## src/rtl/fpu_cmd_queue_if.sv

```systemverilog
// Register-port and FPU-port signal bundle for fpu_cmd_queue.
// The block itself connects through the slave modport; its environment uses master.
interface fpu_cmd_queue_if;
  logic        wr_en;
  logic        rd_en;
  logic [2:0]  addr;
  logic [31:0] wr_data;
  logic [31:0] rd_data;

  logic        issue_valid;
  logic [3:0]  issue_op;
  logic [1:0]  issue_sub;
  logic [2:0]  issue_frm;
  logic [31:0] issue_a;
  logic [31:0] issue_b;
  logic [31:0] issue_c;

  logic        fpu_done;
  logic [31:0] fpu_result;
  logic [4:0]  fpu_exc;

  modport master (
    output wr_en, rd_en, addr, wr_data, fpu_done, fpu_result, fpu_exc,
    input  rd_data, issue_valid, issue_op, issue_sub, issue_frm, issue_a, issue_b, issue_c
  );

  modport slave (
    input  wr_en, rd_en, addr, wr_data, fpu_done, fpu_result, fpu_exc,
    output rd_data, issue_valid, issue_op, issue_sub, issue_frm, issue_a, issue_b, issue_c
  );
endinterface

```

## src/rtl/fpu_cmd_queue.sv

```systemverilog
// Command-queued FPU sequencer: staging registers, command/result FIFOs and an issue FSM.
// Defining FPU_CMDQ_TIMEOUT_EN adds a WAIT-state watchdog that retires a stuck op.
module fpu_cmd_queue #(
  parameter int unsigned DEPTH     = 4,
  parameter int unsigned RES_DEPTH = 4,
  parameter int unsigned TAG_W     = 4,
  parameter int unsigned TIMEOUT   = 64
) (
  input  logic           clk,
  input  logic           rst_l,
  fpu_cmd_queue_if.slave bus,
  output logic           irq
);

  localparam int unsigned AW    = $clog2(DEPTH);
  localparam int unsigned CW    = AW + 1;
  localparam int unsigned RAW   = $clog2(RES_DEPTH);
  localparam int unsigned RW    = RAW + 1;
  localparam int unsigned CMD_W = 9 + TAG_W + 96;
  localparam int unsigned RES_W = 38 + TAG_W;

  localparam logic [1:0] StIdle  = 2'd0;
  localparam logic [1:0] StIssue = 2'd1;
  localparam logic [1:0] StWait  = 2'd2;

  localparam logic [2:0] AddrOpa    = 3'd0;
  localparam logic [2:0] AddrOpb    = 3'd1;
  localparam logic [2:0] AddrOpc    = 3'd2;
  localparam logic [2:0] AddrCmd    = 3'd3;
  localparam logic [2:0] AddrResult = 3'd4;
  localparam logic [2:0] AddrLast   = 3'd5;
  localparam logic [2:0] AddrStatus = 3'd6;
  localparam logic [2:0] AddrCtrl   = 3'd7;

  if (DEPTH < 2 || (DEPTH & (DEPTH - 1)) != 0) begin : g_bad_depth
    $error("DEPTH must be a power of 2 and at least 2");
  end
  if (RES_DEPTH < 2 || (RES_DEPTH & (RES_DEPTH - 1)) != 0) begin : g_bad_res_depth
    $error("RES_DEPTH must be a power of 2 and at least 2");
  end
  if (TAG_W < 1 || TAG_W > 8) begin : g_bad_tag_w
    $error("TAG_W must be in 1..8");
  end
  if (TIMEOUT < 1) begin : g_bad_timeout
    $error("TIMEOUT must be at least 1");
  end

  logic [1:0]       state_q, state_d;
  logic [31:0]      opa_q, opb_q, opc_q;

  logic [CMD_W-1:0] cq_mem [DEPTH];
  logic [AW-1:0]    cq_wptr_q, cq_rptr_q;
  logic [CW-1:0]    cq_cnt_q;
  logic             cq_full, cq_empty, cq_push, cq_pop;
  logic [CMD_W-1:0] cq_wdata, cq_head;

  logic [RES_W-1:0] rq_mem [RES_DEPTH];
  logic [RAW-1:0]   rq_wptr_q, rq_rptr_q;
  logic [RW-1:0]    rq_cnt_q;
  logic             rq_full, rq_empty, rq_push, rq_pop;
  logic [RES_W-1:0] rq_wdata, rq_head;

  logic [3:0]       op_q;
  logic [1:0]       sub_q;
  logic [2:0]       frm_q;
  logic [TAG_W-1:0] tag_q;
  logic [31:0]      a_q, b_q, c_q;
  logic             illegal;

  logic             ovf_q, udf_q, tmo_flag, sticky_clr, to_expired;
  logic [7:0]       thresh_q;
  logic [4:0]       last_exc_q;
  logic             last_ill_q;
  logic [TAG_W-1:0] last_tag_q;
  logic [31:0]      rd_data_q, rd_mux, status, last_word;
  logic             wr_cmd, wr_ctrl, rd_res, busy;

  assign wr_cmd     = bus.wr_en && (bus.addr == AddrCmd);
  assign wr_ctrl    = bus.wr_en && (bus.addr == AddrCtrl);
  assign rd_res     = bus.rd_en && (bus.addr == AddrResult);
  assign sticky_clr = wr_ctrl && bus.wr_data[31];

  assign cq_full  = (cq_cnt_q == CW'(DEPTH));
  assign cq_empty = (cq_cnt_q == '0);
  assign rq_full  = (rq_cnt_q == RW'(RES_DEPTH));
  assign rq_empty = (rq_cnt_q == '0);

  // A push on a full queue is dropped even when a pop happens on the same edge.
  assign cq_push  = wr_cmd && !cq_full;
  assign cq_pop   = (state_q == StIdle) && !cq_empty && !rq_full;
  assign rq_pop   = rd_res && !rq_empty;

  assign cq_wdata = {bus.wr_data[3:0], bus.wr_data[5:4], bus.wr_data[8:6],
                     bus.wr_data[8+TAG_W:9], opa_q, opb_q, opc_q};
  assign cq_head  = cq_mem[cq_rptr_q];
  assign rq_head  = rq_mem[rq_rptr_q];

  assign illegal  = (op_q >= 4'd11) || (((op_q == 4'd1) || (op_q == 4'd2)) && (sub_q == 2'd3));

  always_ff @(posedge clk) begin
    if (!rst_l) begin
      opa_q <= '0;
      opb_q <= '0;
      opc_q <= '0;
    end else if (bus.wr_en) begin
      if (bus.addr == AddrOpa) opa_q <= bus.wr_data;
      if (bus.addr == AddrOpb) opb_q <= bus.wr_data;
      if (bus.addr == AddrOpc) opc_q <= bus.wr_data;
    end
  end

  always_ff @(posedge clk) begin
    if (!rst_l) begin
      cq_wptr_q <= '0;
      cq_rptr_q <= '0;
      cq_cnt_q  <= '0;
    end else begin
      if (cq_push) cq_wptr_q <= cq_wptr_q + 1'b1;
      if (cq_pop)  cq_rptr_q <= cq_rptr_q + 1'b1;
      if (cq_push && !cq_pop)      cq_cnt_q <= cq_cnt_q + 1'b1;
      else if (!cq_push && cq_pop) cq_cnt_q <= cq_cnt_q - 1'b1;
    end
  end

  always_ff @(posedge clk) begin
    if (cq_push) cq_mem[cq_wptr_q] <= cq_wdata;
  end

  always_ff @(posedge clk) begin
    if (!rst_l) begin
      rq_wptr_q <= '0;
      rq_rptr_q <= '0;
      rq_cnt_q  <= '0;
    end else begin
      if (rq_push) rq_wptr_q <= rq_wptr_q + 1'b1;
      if (rq_pop)  rq_rptr_q <= rq_rptr_q + 1'b1;
      if (rq_push && !rq_pop)      rq_cnt_q <= rq_cnt_q + 1'b1;
      else if (!rq_push && rq_pop) rq_cnt_q <= rq_cnt_q - 1'b1;
    end
  end

  always_ff @(posedge clk) begin
    if (rq_push) rq_mem[rq_wptr_q] <= rq_wdata;
  end

  // The popped command stays latched here so issue_* are stable through WAIT.
  always_ff @(posedge clk) begin
    if (!rst_l) begin
      op_q  <= '0;
      sub_q <= '0;
      frm_q <= '0;
      tag_q <= '0;
      a_q   <= '0;
      b_q   <= '0;
      c_q   <= '0;
    end else if (cq_pop) begin
      {op_q, sub_q, frm_q, tag_q, a_q, b_q, c_q} <= cq_head;
    end
  end

  always_comb begin
    state_d  = state_q;
    rq_push  = 1'b0;
    rq_wdata = '0;
    case (state_q)
      StIdle: begin
        if (cq_pop) state_d = StIssue;
      end
      StIssue: begin
        if (illegal) begin
          rq_push  = 1'b1;
          rq_wdata = {32'd0, 5'b10000, 1'b1, tag_q};
          state_d  = StIdle;
        end else if (bus.fpu_done) begin
          rq_push  = 1'b1;
          rq_wdata = {bus.fpu_result, bus.fpu_exc, 1'b0, tag_q};
          state_d  = StIdle;
        end else begin
          state_d = StWait;
        end
      end
      StWait: begin
        if (bus.fpu_done) begin
          rq_push  = 1'b1;
          rq_wdata = {bus.fpu_result, bus.fpu_exc, 1'b0, tag_q};
          state_d  = StIdle;
        end else if (to_expired) begin
          rq_push  = 1'b1;
          rq_wdata = {32'd0, 5'b10000, 1'b0, tag_q};
          state_d  = StIdle;
        end
      end
      default: state_d = StIdle;
    endcase
  end

  always_ff @(posedge clk) begin
    if (!rst_l) state_q <= StIdle;
    else        state_q <= state_d;
  end

`ifdef FPU_CMDQ_TIMEOUT_EN
  localparam int unsigned TO_W = $clog2(TIMEOUT + 1);
  logic [TO_W-1:0] to_cnt_q;
  logic            tmo_q;

  assign to_expired = (state_q == StWait) && (to_cnt_q == TO_W'(TIMEOUT - 1));
  assign tmo_flag   = tmo_q;

  always_ff @(posedge clk) begin
    if (!rst_l) begin
      to_cnt_q <= '0;
      tmo_q    <= 1'b0;
    end else begin
      to_cnt_q <= (state_q == StWait) ? to_cnt_q + 1'b1 : '0;
      if (sticky_clr) tmo_q <= 1'b0;
      if (to_expired && !bus.fpu_done) tmo_q <= 1'b1;
    end
  end
`else
  assign to_expired = 1'b0;
  assign tmo_flag   = 1'b0;
`endif

  // Sticky set takes priority over a same-cycle CTRL clear so no event is lost.
  always_ff @(posedge clk) begin
    if (!rst_l) begin
      ovf_q    <= 1'b0;
      udf_q    <= 1'b0;
      thresh_q <= '0;
    end else begin
      if (wr_ctrl) thresh_q <= bus.wr_data[7:0];
      if (sticky_clr) begin
        ovf_q <= 1'b0;
        udf_q <= 1'b0;
      end
      if (wr_cmd && cq_full)  ovf_q <= 1'b1;
      if (rd_res && rq_empty) udf_q <= 1'b1;
    end
  end

  always_ff @(posedge clk) begin
    if (!rst_l) begin
      last_exc_q <= '0;
      last_ill_q <= 1'b0;
      last_tag_q <= '0;
    end else if (rq_pop) begin
      last_exc_q <= rq_head[TAG_W+5 -: 5];
      last_ill_q <= rq_head[TAG_W];
      last_tag_q <= rq_head[TAG_W-1:0];
    end
  end

  assign busy      = (state_q != StIdle) || !cq_empty;
  assign status    = {12'd0, tmo_flag, udf_q, ovf_q, busy, 8'(rq_cnt_q), 8'(cq_cnt_q)};
  assign last_word = {{(24 - TAG_W){1'b0}}, last_tag_q, 2'b00, last_ill_q, last_exc_q};

  always_comb begin
    rd_mux = '0;
    case (bus.addr)
      AddrOpa:    rd_mux = opa_q;
      AddrOpb:    rd_mux = opb_q;
      AddrOpc:    rd_mux = opc_q;
      AddrResult: if (!rq_empty) rd_mux = rq_head[RES_W-1 -: 32];
      AddrLast:   rd_mux = last_word;
      AddrStatus: rd_mux = status;
      AddrCtrl:   rd_mux = {24'd0, thresh_q};
      default:    rd_mux = '0;
    endcase
  end

  always_ff @(posedge clk) begin
    if (!rst_l)         rd_data_q <= '0;
    else if (bus.rd_en) rd_data_q <= rd_mux;
  end

  assign bus.rd_data     = rd_data_q;
  assign bus.issue_valid = (state_q == StIssue) && !illegal;
  assign bus.issue_op    = op_q;
  assign bus.issue_sub   = sub_q;
  assign bus.issue_frm   = frm_q;
  assign bus.issue_a     = a_q;
  assign bus.issue_b     = b_q;
  assign bus.issue_c     = c_q;

  assign irq = ((8'(rq_cnt_q) >= thresh_q) && (thresh_q != 8'd0)) || ovf_q || udf_q || tmo_flag;

endmodule

```

## src/flat_wrapper.sv

```systemverilog
// flat-port wrapper written by rule: the top's interface ports become plain ports
module fpu_cmd_queue_flat 
#(
  parameter int unsigned DEPTH     = 4,
  parameter int unsigned RES_DEPTH = 4,
  parameter int unsigned TAG_W     = 4,
  parameter int unsigned TIMEOUT   = 64
)
  (clk, rst_l, irq, bus_wr_en, bus_rd_en, bus_addr, bus_wr_data, bus_fpu_done, bus_fpu_result, bus_fpu_exc, bus_rd_data, bus_issue_valid, bus_issue_op, bus_issue_sub, bus_issue_frm, bus_issue_a, bus_issue_b, bus_issue_c);
  fpu_cmd_queue_if bus_i ();
  input  logic clk;
  input  logic rst_l;
  output logic irq;
  input wire logic [$bits(bus_i.wr_en)-1:0] bus_wr_en;
  input wire logic [$bits(bus_i.rd_en)-1:0] bus_rd_en;
  input wire logic [$bits(bus_i.addr)-1:0] bus_addr;
  input wire logic [$bits(bus_i.wr_data)-1:0] bus_wr_data;
  input wire logic [$bits(bus_i.fpu_done)-1:0] bus_fpu_done;
  input wire logic [$bits(bus_i.fpu_result)-1:0] bus_fpu_result;
  input wire logic [$bits(bus_i.fpu_exc)-1:0] bus_fpu_exc;
  output wire logic [$bits(bus_i.rd_data)-1:0] bus_rd_data;
  output wire logic [$bits(bus_i.issue_valid)-1:0] bus_issue_valid;
  output wire logic [$bits(bus_i.issue_op)-1:0] bus_issue_op;
  output wire logic [$bits(bus_i.issue_sub)-1:0] bus_issue_sub;
  output wire logic [$bits(bus_i.issue_frm)-1:0] bus_issue_frm;
  output wire logic [$bits(bus_i.issue_a)-1:0] bus_issue_a;
  output wire logic [$bits(bus_i.issue_b)-1:0] bus_issue_b;
  output wire logic [$bits(bus_i.issue_c)-1:0] bus_issue_c;
  assign bus_i.wr_en = bus_wr_en;
  assign bus_i.rd_en = bus_rd_en;
  assign bus_i.addr = bus_addr;
  assign bus_i.wr_data = bus_wr_data;
  assign bus_i.fpu_done = bus_fpu_done;
  assign bus_i.fpu_result = bus_fpu_result;
  assign bus_i.fpu_exc = bus_fpu_exc;
  assign bus_rd_data = bus_i.rd_data;
  assign bus_issue_valid = bus_i.issue_valid;
  assign bus_issue_op = bus_i.issue_op;
  assign bus_issue_sub = bus_i.issue_sub;
  assign bus_issue_frm = bus_i.issue_frm;
  assign bus_issue_a = bus_i.issue_a;
  assign bus_issue_b = bus_i.issue_b;
  assign bus_issue_c = bus_i.issue_c;
  fpu_cmd_queue #(.DEPTH(DEPTH), .RES_DEPTH(RES_DEPTH), .TAG_W(TAG_W), .TIMEOUT(TIMEOUT)) u_core (.clk(clk), .rst_l(rst_l), .bus(bus_i), .irq(irq));
endmodule
```

## config.mk

```make
export PLATFORM = sky130hd
export DESIGN_NAME = fpu_cmd_queue_flat
export DESIGN_NICKNAME = d
export VERILOG_FILES = /design/src/rtl/fpu_cmd_queue_if.sv /design/src/rtl/fpu_cmd_queue.sv /design/src/flat_wrapper.sv
export SDC_FILE = /design/constraint.sdc
export NUM_CORES = 1
export LEC_CHECK = 0
export BUFFER_PORTS_ARGS = -buffer_cell sky130_fd_sc_hd__buf_2
export CAP_MARGIN = 25
export CELL_PAD_IN_SITES_DETAIL_PLACEMENT = 0
export CELL_PAD_IN_SITES_GLOBAL_PLACEMENT = 1
export CORE_UTILIZATION = 46
export CTS_BUF_LIST = sky130_fd_sc_hd__clkbuf_16
export CTS_CLUSTER_DIAMETER = 200
export DETAILED_ROUTE_END_ITERATION = 8
export PLACE_DENSITY_LB_ADDON = 0.1
export SYNTH_ARGS = -nofsm -noshare
export SYNTH_HDL_FRONTEND = slang
export SYNTH_SLANG_ARGS = --single-unit
```

## constraint.sdc

```tcl
create_clock -name clk -period 3.7 [get_ports clk]
set_clock_uncertainty 0.1 [all_clocks]
set_input_delay 0.185 -clock clk [delete_from_list [all_inputs] [get_ports clk]]
set_output_delay 0.185 -clock clk [all_outputs]
set_load 0.01 [all_outputs]
```

Word level (Yosys, flattened, before mapping):

Memory sizes are Yosys's and may differ from the RTL's. A register that Yosys moved wholly into a read port is not among the register bits.
Index checks and enable logic that the tools add are counted.

* register bits after elaboration: 164
* bits in writable memories: 604
* output and inout bits: 139
* word-level logic and storage cells: 117
* memories: 2

* add/sub/neg operators: 8
* $lt $le $gt $ge: 2
* eq/ne operators: 16
* multiplexer cells: 26
* reductions and logical operators: 46

Memory list
* u_core.cq_mem: depth 4, width 109, read ports 1, clocked after memory_dff 1, wr ports 1, RTL line fpu_cmd_queue.sv:51 `logic [CMD_W-1:0] cq_mem [DEPTH];`
* u_core.rq_mem: depth 4, width 42, read ports 1, clocked after memory_dff 1, wr ports 1, RTL line fpu_cmd_queue.sv:57 `logic [RES_W-1:0] rq_mem [RES_DEPTH];`

Operators with widths (number)
* $pmux 32 s7: 1
* $mux 42: 2
* $pmux 42 s2: 1
* $mux 32: 1
* $eq 3x3->1 const B: 6
* $logic_and 1x1->1: 17
* $mux 2: 6
* $mux 3: 4
* $logic_not 1->1: 10
* $reduce_bool 2->1: 5
* $logic_not 3->1: 3
* $mux 1: 9
* $add 2x1->2 const B: 4
* $ge 3x8->1: 1
* $reduce_and 2->1: 4
* $reduce_bool 8->1: 1
* $add 3x1->3 const B: 2
* $eq 3x2->1 const B: 2
* $pmux 2 s3: 1
* $sub 3x1->3 const B: 2
* $logic_or 1x1->1: 5
* $eq 2x2->1 const B: 2
* $eq 4x1->1 const B: 1
* $eq 4x2->1 const B: 1
* other kinds (7): 7

Depth between registers and ports, before layout:

Gate-level depths: netlist (run 1).

* depth in word-level cells: 10
* mapped depth: 12
* mapped depth without buffers: 11

Worst setup path before layout (run 1):

Ideal clock, no wire load.

* path type: flip-flop to flip-flop
* start point: register u_core.cq_cnt_q[0]
* end point: memory u_core.cq_mem[2][0] in the netlist's numbering (enable)
* setup time: 0.480 ns
* data arrival time: 3.473 ns
* required time: 3.120 ns
* path slack: -0.354 ns
* stages on the path, launching flop included: 4
* buffers on the path: 0
* clock period less this slack: 4.054 ns
* path through: dfxtp_1 > nor2_1 > a211oi_2 > and2_1

* word-level cells in the longest chain between the ends: 5

RTL lines
* from (decl): RTL line fpu_cmd_queue.sv:53 `logic [CW-1:0] cq_cnt_q;`
* from (signal assigned): RTL line fpu_cmd_queue.sv:120 `if (cq_push && !cq_pop) cq_cnt_q <= cq_cnt_q + 1'b1;`
* from (signal assigned): RTL line fpu_cmd_queue.sv:121 `else if (!cq_push && cq_pop) cq_cnt_q <= cq_cnt_q - 1'b1;`
* $eq 3x3->1: RTL line fpu_cmd_queue.sv:83 `assign cq_full = (cq_cnt_q == CW'(DEPTH));`
* $logic_not 1->1: RTL line fpu_cmd_queue.sv:89 `assign cq_push = wr_cmd && !cq_full;`
* $logic_and 1x1->1: RTL line fpu_cmd_queue.sv:89
* via u_core.cq_push: RTL line fpu_cmd_queue.sv:54 `logic cq_full, cq_empty, cq_push, cq_pop;`
* $mux 1: RTL line fpu_cmd_queue.sv:126 `if (cq_push) cq_mem[cq_wptr_q] <= cq_wdata;`
* $mux 1 (implied by the code): RTL line fpu_cmd_queue.sv:126
* to (decl): RTL line fpu_cmd_queue.sv:51

The timed path passes the listed nets, and every way through them passes these cells.

Worst setup path after layout (run 1):

* start point: register u_core.rq_cnt_q[0]
* end point: register u_core.rq_cnt_q[2]

* word-level cells in the longest chain between the ends: 6
* elaborated cells between the ends (all ways): 11

RTL lines
* from (decl): RTL line fpu_cmd_queue.sv:59 `logic [RW-1:0] rq_cnt_q;`
* from (signal assigned): RTL line fpu_cmd_queue.sv:137 `if (rq_push && !rq_pop) rq_cnt_q <= rq_cnt_q + 1'b1;`
* from (signal assigned): RTL line fpu_cmd_queue.sv:138 `else if (!rq_push && rq_pop) rq_cnt_q <= rq_cnt_q - 1'b1;`
* branches (longest 6 deep; another with $sub 3x1->3)

Several ways; the timed one is not identified. The select of a mux whose other input is x is not followed.
A chain may end at the register's enable or synchronous reset.

==> results of run 1 <==
==> where the power goes <==
group / switching [W] / leakage (nW) / internal (W)
registers: 0.000490 / 7.77 / 0.0111
logic: 0.00259 / 4.35 / 0.00176
clock network: 0.00367 / 1.51 / 0.00512
total: 0.00675 / 13.6 / 0.0180
==> worst min-delay path, delay by kind of cell <==
family	cells	cell delay, ns
AOI/OAI and AO/OA	1	0.10
buffers and inverters	1	0.13
and+or+nand+nor	3	0.31
==> layout by cell type (no fill, tap or decap), types with 5 or more instances in the layout <==
cell,instances
clkinv_2,13
mux2i_1,32
clkinv_1,19
nor2b_1,10
buf_2,214
a32oi_1,6
mux2_2,7
xnor2_1,7
clkbuf_16,92
a22o_1,11
nor2_1,10
o21ai_0,32
o2bb2ai_1,18
bufinv_16,9
a22oi_1,26
a221oi_1,5
buf_12,17
ha_1,16
edfxtp_1,604
nand2_1,486
inv_1,42
mux4_2,151
and2_1,53
a21boi_1,121
dfxtp_1,271
a21boi_0,107
dlygate4sd3_1,72
buf_4,40
==> cells by family after synthesis <==
group / after synthesis / synth area share
mux: 190 / 0.113
buf+inv: 159 / 0.0230
fa+ha+maj: 18 / 0.00712
simple gates: 599 / 0.0748
xor+xnor: 10 / 0.00259
flops: 879 / 0.700
compound gates: 356 / 0.0794
==> layer usage <==
layer	wire, um	part of all wire	global-route usage
met1	38000	0.46	0.328
met2	38100	0.46	0.348
met3	5150	0.062	0.0388
met4	1670	0.020	0.0624
met5	8	0.000096	0
==> state kept, by name (all words and copies together), names as in the netlist, 3 cells and up, named ones only <==
name / cells
u_core.opb_q: 32
u_core.rq_cnt_q: 3
u_core.opa_q: 32
u_core.cq_mem: 436
u_core.bus.rd_data: 32
u_core.last_tag_q: 4
u_core.tag_q: 4
u_core.bus.issue_op: 4
u_core.bus.issue_c: 32
u_core.cq_cnt_q: 3
u_core.last_exc_q: 5
u_core.bus.issue_a: 32
u_core.thresh_q: 8
u_core.bus.issue_b: 32
u_core.rq_mem: 168
u_core.bus.issue_frm: 3
u_core.opc_q: 32
==> stage by stage <==
step	hold WS, ns	cells	setup slack [ns]	util
after CTS	0.0279	3528	0.732	0.549
after global routing	0.100	3529	0.532	0.549
after global placement	0.339	3291	0.764	0.499
final	0.0596	3530	0.715	0.549
after floorplan	0.184	2211	0.837	-
after detailed placement	0.342	3291	0.750	0.499
==> final timing paths <==
| check | slack (ns) | endpoint | cells past startpoint | start |
|---|---|---|---|---|
| worst max-delay path | 0.71 | u_core.rq_cnt_q[2] | 9 | u_core.rq_cnt_q[0] |
| worst min-delay path | 0.06 | u_core.ovf_q | 5 | bus_addr[0] |
| worst max register to register | 0.71 | u_core.rq_cnt_q[2] | 9 | u_core.rq_cnt_q[0] |
| worst min register to register | 0.35 | u_core.bus.issue_a[18] | 2 | u_core.bus.issue_a[18] |
==> cell type report <==
type / count / area [um2] / area share
Sequential cell: 879 / 23700 / 0.597
Tap cell: 950 / 1190 / 0.0300
Inverter: 17 / 66.3 / 0.00168
Timing Repair Buffer: 344 / 2440 / 0.0617
Clock inverter: 73 / 564 / 0.0143
Multi-Input combinational cell: 1173 / 9360 / 0.237
Clock buffer: 92 / 2300 / 0.0582
Antenna cell: 2 / 5.00 / 0.000126
==> impl_metrics.env, run 1 <==
export IMPL_grt_start_max_net_pins=188
export IMPL_required_ns=4.15
export IMPL_hold_path_class="in -> reg"
export IMPL_fin_crit_sh=0.807
export IMPL_grt_ovfl_total=0
export IMPL_rows=98
export IMPL_post_cts_setup_buffers=0
export IMPL_synth_area_per_cell_um2=15.3
export IMPL_cts_buffers=89
export IMPL_track_usage=0.225
export IMPL_slew_violations=0
export IMPL_cp_start_kind="flip-flop"
export IMPL_crit_family="simple AND/OR/NAND/NOR gates"
export IMPL_fmax_ghz=0.335
export IMPL_grt_antenna_before_repair=2
export IMPL_routedWlPerCell_um=23.5
export IMPL_drive_gt1_frac=0.222
export IMPL_num_vias=19300
export IMPL_power_leakage_nw=13.6
export IMPL_p_total_w=0.0247
export IMPL_area_growth_pct=17.3
export IMPL_portBuffers=215
export IMPL_crit_chain="or3_1 -> and3_1 -> inv_2 -> ha_1 -> inv_1 -> fa_1 -> xor2_1 -> or3_1 -> a21boi_0"
export IMPL_cts_root_buf="clkbuf_16"
export IMPL_grt_pass1_vias=19300
export IMPL_async_reset_ff_frac=0
export IMPL_cpMaxStageDelayCell="or3_1"
export IMPL_synth_cells=2211
export IMPL_ys_top_cells_by_count="edfxtp_1 (604), nand2_1 (486), dfxtp_1 (275)"
export IMPL_end_kind="flip-flop"
export IMPL_ys_flop_type="edfxtp_1"
export IMPL_die_area_um2=74500
export IMPL_crit_fanout=12
export IMPL_hold_viol_final=0
export IMPL_start_util=0.468
export IMPL_fp_coreArea_um2=72100
export IMPL_ys_ff_latch=879
export IMPL_slew_headroom=0.388
export IMPL_seq_area_frac_synth=0.700
export IMPL_antenna_left=0
export IMPL_crit_top_cell="or3_1"
export IMPL_ios=216
export IMPL_fin_tns_setup_ns=0
export IMPL_drc=0
export IMPL_postCtsResizedCells=0
export IMPL_dieWidth_um=273
export IMPL_peakVddDrop_mv=0.600
export IMPL_crit_type="reg -> reg"
export IMPL_synth_edff_count=604
export IMPL_grt_pass1_wl_um=124000
export IMPL_status="finished, final reports clean"
export IMPL_drt_iter0_drc=1572
export IMPL_yosys_top_cells_area="edfxtp_1 (54%), dfxtp_1 (16%), mux4_2 (10%)"
export IMPL_hold_buffers=72
export IMPL_htree_levels=3
export IMPL_clock_sinks=879
export IMPL_nets=2599
export IMPL_period_minus_slack_ns=2.99
export IMPL_yosys_area_top_type_share=0.537
export IMPL_yosysTopAreaCell="edfxtp_1"
export IMPL_tritoncts="done"
export IMPL_hpwl_um=53400
export IMPL_rsz0062_at_grt="false"
export IMPL_fin_area_um2=39600
export IMPL_worstMarginPinSlew_ns=0.919
export IMPL_yosysWarningCount=0
export IMPL_clk_latency_ns=0.63
export IMPL_synth_area_um2=33800
export IMPL_maxCapViolCount=0
export IMPL_cts_buffer_depth=3
export IMPL_crit_arrival_ns=3.43
export IMPL_placed_cell_area_um2=36000
export IMPL_viasPerCell=5.46
export IMPL_yosysUniqueCellTypes=65
export IMPL_synth_most_common_cell="edfxtp_1"
export IMPL_setup_viol=0
export IMPL_cp_num_buf_inv=2
export IMPL_slowest_delay_ns=0.55
export IMPL_die_y_um=273
export IMPL_cts_reportedPaths_clkPinSlew_ns=0.06
export IMPL_gp_congestion=0.841
export IMPL_nFillCells=5833
export IMPL_p_per_area_nw_per_um2=624
export IMPL_dr_pass1_iters=6
export IMPL_syn_num_nets=2306
export IMPL_wl_um=82900
Power figures use the tool's default switching activity.
==> run 2: changes to the inputs <==
==> constraint.sdc (replaced) <==
create_clock -name clk -period 2.6 [get_ports clk]
set_clock_uncertainty 0.1 [all_clocks]
set_input_delay 0.13 -clock clk [delete_from_list [all_inputs] [get_ports clk]]
set_output_delay 0.13 -clock clk [all_outputs]
set_load 0.01 [all_outputs]
==> impl_metrics.env, run 2 (synthesis results as in run 1) <==
export IMPL_p_int_w=0.0253
export IMPL_cts_reportedPaths_clkPinSlew_ns=0.06
export IMPL_hpwl_um=52600
export IMPL_period_minus_slack_ns=2.53
export IMPL_cpMaxStageDelayCell="fa_1"
export IMPL_ios=216
export IMPL_wl_um=81600
export IMPL_dieWidth_um=273
export IMPL_setup_slack_ns=0.0665
export IMPL_top_register="u_core.cq_mem"
export IMPL_clock_sinks=879
export IMPL_layout_commonest_cell="edfxtp_1"
export IMPL_p_comb_frac=0.186
export IMPL_swShare=0.276
export IMPL_grt_pass1_wl_um=122000
export IMPL_power_leakage_nw=13.7
export IMPL_peakVddDrop_mv=0.791
export IMPL_placed_cell_area_um2=36200
export IMPL_hold_viol_final=0
export IMPL_place_ws_ns=0.0294
export IMPL_place_inst=3305
export IMPL_p_total_w=0.0349
export IMPL_rsz0062_at_grt="true"
export IMPL_gp_congestion=0.851
export IMPL_maxCapViolCount=0
export IMPL_hold_path_class="in -> reg"
export IMPL_drive_gt1_frac=0.228
export IMPL_slew_headroom=0.520
export IMPL_viasPerCell=5.45
export IMPL_crit_type="reg -> reg"
export IMPL_rows=98
export IMPL_cts_buffer_depth=3
export IMPL_pwr_share_clk=0.347
export IMPL_die_y_um=273
export IMPL_routedWlPerCell_um=23.0
export IMPL_seq_power_share=0.467
export IMPL_cts_root_buf="clkbuf_16"
export IMPL_crit_arrival_ns=2.98
export IMPL_htree_levels=3
export IMPL_dr_pass1_iters=5
export IMPL_tritoncts="done"
export IMPL_worstMarginPinSlew_ns=0.714
export IMPL_largest_reg_flops=436
export IMPL_reg_largest_list="u_core.cq_mem: 436 flops, u_core.rq_mem: 168 flops"
export IMPL_antenna_left=0
export IMPL_crit_chain="nor4bb_4 -> a22o_1 -> o211a_1 -> ha_2 -> inv_1 -> fa_1 -> xor2_1 -> or3_1 -> a21boi_0"
export IMPL_drc=0
export IMPL_start_util=0.468
export IMPL_grt_ovfl_total=0
export IMPL_area_growth_pct=17.9
export IMPL_grt_pass1_vias=19200
export IMPL_track_usage=0.221
export IMPL_required_ns=3.05
export IMPL_nets=2620
export IMPL_cts_buffers=90
export IMPL_final_cells=3549
export IMPL_fin_crit_sh=0.974
export IMPL_p_per_area_nw_per_um2=877
export IMPL_grt_start_max_net_pins=133
export IMPL_fp_coreArea_um2=72100
export IMPL_slowest_delay_ns=0.37
export IMPL_grt_antenna_before_repair=3
export IMPL_setup_viol=0
export IMPL_clk_latency_ns=0.64
export IMPL_layout_common_cells="edfxtp_1 (604), nand2_1 (486), dfxtp_1 (270), buf_2 (214), mux4_2 (151)"
export IMPL_cp_start_kind="flip-flop"
export IMPL_num_vias=19300
export IMPL_fmax_ghz=0.395
export IMPL_status="finished, final reports clean"
export IMPL_crit_fanout=4
export IMPL_drt_iter0_drc=1467
export IMPL_fin_area_um2=39800
export IMPL_end_kind="flip-flop"
export IMPL_portBuffers=215
export IMPL_slew_violations=0
export IMPL_p_sw_w=0.00963
export IMPL_die_area_um2=74500
## run 2: layer usage
metal  part of all wire  track usage
met1               0.46        0.323
met4              0.021       0.0528
met5            0.00028            0
met2               0.47        0.344
met3              0.050       0.0371
## run 2: final timing paths
| check | endpoint | cells past startpoint | slack, ns | from |
|---|---|---|---|---|
| worst max-delay path | u_core.rq_cnt_q[2] | 9 | 0.07 | u_core.bus.issue_op[2] |
| worst min-delay path | u_core.opb_q[14] | 6 | 0.09 | bus_wr_en |
| worst max register to register | u_core.rq_cnt_q[2] | 9 | 0.07 | u_core.bus.issue_op[2] |
| worst min register to register | u_core.bus.issue_a[30] | 2 | 0.35 | u_core.bus.issue_a[30] |
## run 2: area by class of cell
class                      instances  area (um2)
clock buffer                      94        2350
tap                              950        1190
multi-input combinational       1173        9410
antenna                            1        2.50
inverter                          17        66.3
sequential                       879       23700
timing repair buffer             364        2720
clock inverter                    71         410
fill                            5892       32300
## run 2: critical path, delay by kind of cell (launching register included)
family / cells / cell delay, ns
and+or+nand+nor: 2 / 0.61
xor gates and xnor gates: 1 / 0.17
DFF: 1 / 0.35
AOI/OAI and AO/OA: 3 / 0.60
adders and majority gates: 2 / 0.57
buffers and inverters: 1 / 0.06
## run 2: per-stage QoR
stage,TNS [ns],util,hold WS [ns]
3_5_place_dp,0,0.502,0.327
3_3_place_gp,0,0.502,0.324
5_1_grt,-0.0554,0.552,0.0853
2_1_floorplan,-114.80,-,0.129
4_1_cts,0,0.552,0.0552
6_report,0,0.552,0.0940
## run 2: what timing repair did
action | in CTS | in global routing
endpoints found under the hold margin | 362 | 0
pin swaps | 1 | 2
setup buffers | 0 | 2
resized for setup | 4 | 4
endpoints found under the setup margin | 1 | 4
hold buffers | 76 | 0
## run 2: power groups by stage
stage	Sequential [W]	Clock (W)	Combinational, W
final	0.0163	0.0121	0.00649
after CTS	0.0163	0.0124	0.00666
after floorplan	0.0168	0	0.00414
after global placement	0.0166	0	0.00649
after global routing	0.0164	0.0129	0.00717
after detailed placement	0.0166	0	0.00655
==> run 3: changes to the inputs <==
--- a/config.mk
+++ b/config.mk
@@ -13,7 +13,9 @@
 export CTS_BUF_LIST = sky130_fd_sc_hd__clkbuf_16
 export CTS_CLUSTER_DIAMETER = 200
 export DETAILED_ROUTE_END_ITERATION = 8
+export GPL_TIMING_DRIVEN = 0
 export PLACE_DENSITY_LB_ADDON = 0.1
+export SKIP_CTS_REPAIR_TIMING = 1
 export SYNTH_ARGS = -nofsm -noshare
 export SYNTH_HDL_FRONTEND = slang
 export SYNTH_SLANG_ARGS = --single-unit
==> constraint.sdc (replaced) <==
create_clock -name clk -period 2.3 [get_ports clk]
set_clock_uncertainty 0.1 [all_clocks]
set_input_delay 0.115 -clock clk [delete_from_list [all_inputs] [get_ports clk]]
set_output_delay 0.115 -clock clk [all_outputs]
set_load 0.01 [all_outputs]
==> impl_metrics.env, run 3 (synthesis results as in run 1) <==
export IMPL_worstMarginPinSlew_ns=1.02
export IMPL_tritoncts="done"
export IMPL_fp_coreArea_um2=72100
export IMPL_p_per_area_nw_per_um2=1020
export IMPL_dr_pass1_iters=5
export IMPL_die_y_um=273
export IMPL_place_inst=3387
export IMPL_place_ws_ns=-0.668
export IMPL_hpwl_um=62600
export IMPL_cp_num_buf_inv=2
export IMPL_slew_violations=0
export IMPL_htree_levels=3
export IMPL_layout_commonest_cell="edfxtp_1"
export IMPL_period_minus_slack_ns=2.62
export IMPL_crit_family="compound AO/OA/AOI/OAI gates"
export IMPL_ios=216
export IMPL_gp_congestion=0.856
export IMPL_peakVddDrop_mv=0.630
export IMPL_num_vias=20000
export IMPL_drt_iter0_drc=1684
export IMPL_die_area_um2=74500
export IMPL_clock_sinks=879
export IMPL_setup_slack_ns=-0.320
export IMPL_area_growth_pct=19.2
export IMPL_slowest_delay_ns=0.40
export IMPL_ff2ff_path_depth=10
export IMPL_power_leakage_nw=14.0
export IMPL_drive_gt1_frac=0.238
export IMPL_drc=0
export IMPL_final_cells=3650
export IMPL_failed_checks="setup timing"
export IMPL_cts_buffers=89
export IMPL_viasPerCell=5.48
export IMPL_maxCapViolCount=0
export IMPL_hold_path_class="in -> reg"
export IMPL_antenna_left=0
export IMPL_layout_common_cells="edfxtp_1 (604), nand2_1 (486), dfxtp_1 (266), buf_2 (256), mux4_2 (151)"
export IMPL_fin_area_um2=40200
export IMPL_cts_reportedPaths_clkPinSlew_ns=0.06
export IMPL_cpMaxStageDelayCell="dfxtp_4"
export IMPL_clk_latency_ns=0.64
export IMPL_fin_crit_sh=1.14
export IMPL_crit_fanout=5
export IMPL_wl_um=90200
export IMPL_required_ns=2.77
export IMPL_min_path_cells=5
export IMPL_rows=98
export IMPL_fmax_ghz=0.382
export IMPL_crit_chain="nor4bb_4 -> a22o_1 -> o211a_1 -> buf_6 -> ha_4 -> inv_2 -> fa_2 -> xor2_1 -> or3_1 -> a21boi_1"
export IMPL_critical_path_depth=10
export IMPL_grt_pass1_vias=19500
export IMPL_reg_largest_list="u_core.cq_mem: 436 flops, u_core.rq_mem: 168 flops"
export IMPL_nFillCells=5970
export IMPL_crit_type="reg -> reg"
export IMPL_hold_viol_final=0
export IMPL_cts_root_buf="clkbuf_16"
export IMPL_placed_cell_area_um2=36400
export IMPL_slew_headroom=0.318
export IMPL_grt_pass1_wl_um=130000
export IMPL_end_kind="flip-flop"
export IMPL_status="finished with violations"
export IMPL_track_usage=0.241
export IMPL_start_util=0.468
export IMPL_portBuffers=213
export IMPL_rsz0062_at_grt="true"
export IMPL_grt_ovfl_total=0
export IMPL_setup_viol=150
export IMPL_top_register="u_core.cq_mem"
export IMPL_grt_start_max_net_pins=55
export IMPL_cts_buffer_depth=3
export IMPL_fin_tns_setup_ns=-14.81
export IMPL_grt_antenna_before_repair=6
export IMPL_cp_start_kind="flip-flop"
export IMPL_largest_reg_flops=436
export IMPL_dieWidth_um=273
export IMPL_routedWlPerCell_um=24.7
export IMPL_nets=2717
export IMPL_crit_arrival_ns=3.09
## run 3: cell types whose count changed in the layout (fill, tap and decap cells not counted), sizes merged
| cell | previous run | this run |
|---|---|---|
| clkbuf | 94 | 164 |
| buf | 288 | 314 |
| and2 | 61 | 67 |
| dlygate4sd3 | 76 | 70 |
| bufinv | 4 | 8 |
| clkinv | 37 | 34 |
| clkinvlp | 0 | 2 |
| diode | 1 | 2 |
| inv | 47 | 48 |
## run 3: worst register-to-register path, cell delays in order, from the launching register on
cell	delay [ns]
dfxtp_4	0.40
nor4bb_4	0.33
a22o_1	0.29
o211a_1	0.21
buf_6	0.14
ha_4	0.14
inv_2	0.04
fa_2	0.33
xor2_1	0.17
or3_1	0.30
a21boi_1	0.12
## run 3: cell type report
class / count / area [um2] / area share
Antenna cell: 2 / 5.00 / 0.000124
Clock buffer: 92 / 2300 / 0.0572
Timing Repair Buffer: 314 / 2210 / 0.0549
Clock inverter: 75 / 577 / 0.0143
Inverter: 17 / 66.3 / 0.00165
Sequential cell: 879 / 23700 / 0.588
Buffer: 142 / 753 / 0.0187
Tap cell: 950 / 1190 / 0.0295
Multi-Input combinational cell: 1179 / 9470 / 0.235
## run 3: routing by layer
metal	GRT usage	routed length, um	vias up
met4	0.0726	2600	4
met2	0.384	43100	559
met1	0.339	39400	10200
li1	-	-	9087
met3	0.0422	5050	126
met5	0	27	-
## run 3: path summary, 6_finish.rpt
check                               from                      to  slack (ns)
setup reg to reg  u_core.bus.issue_op[3]      u_core.rq_cnt_q[2]       -0.32
setup / recovery  u_core.bus.issue_op[3]      u_core.rq_cnt_q[2]       -0.32
hold / removal               bus_addr[0]            u_core.udf_q        0.02
hold reg to reg   u_core.bus.issue_b[30]  u_core.bus.issue_b[30]        0.35
## run 3: report_power, final
part	total (W)	switching, W	internal, W	leakage [nW]
sequential	0.0185	0.000648	0.0178	7.77
clock	0.0141	0.00597	0.00816	1.52
combinational	0.00830	0.00488	0.00341	4.68
## run 3: through the flow
step / utilization / total power, W / hold slack [ns]
final: 0.558 / 0.0409 / 0.0155
after global routing: 0.558 / 0.0426 / 0.0251
after CTS: 0.545 / 0.0410 / -0.367
after detailed placement: 0.505 / 0.0269 / 0.318
after global placement: 0.500 / 0.0268 / 0.311
after floorplan: - / 0.0237 / 0.114
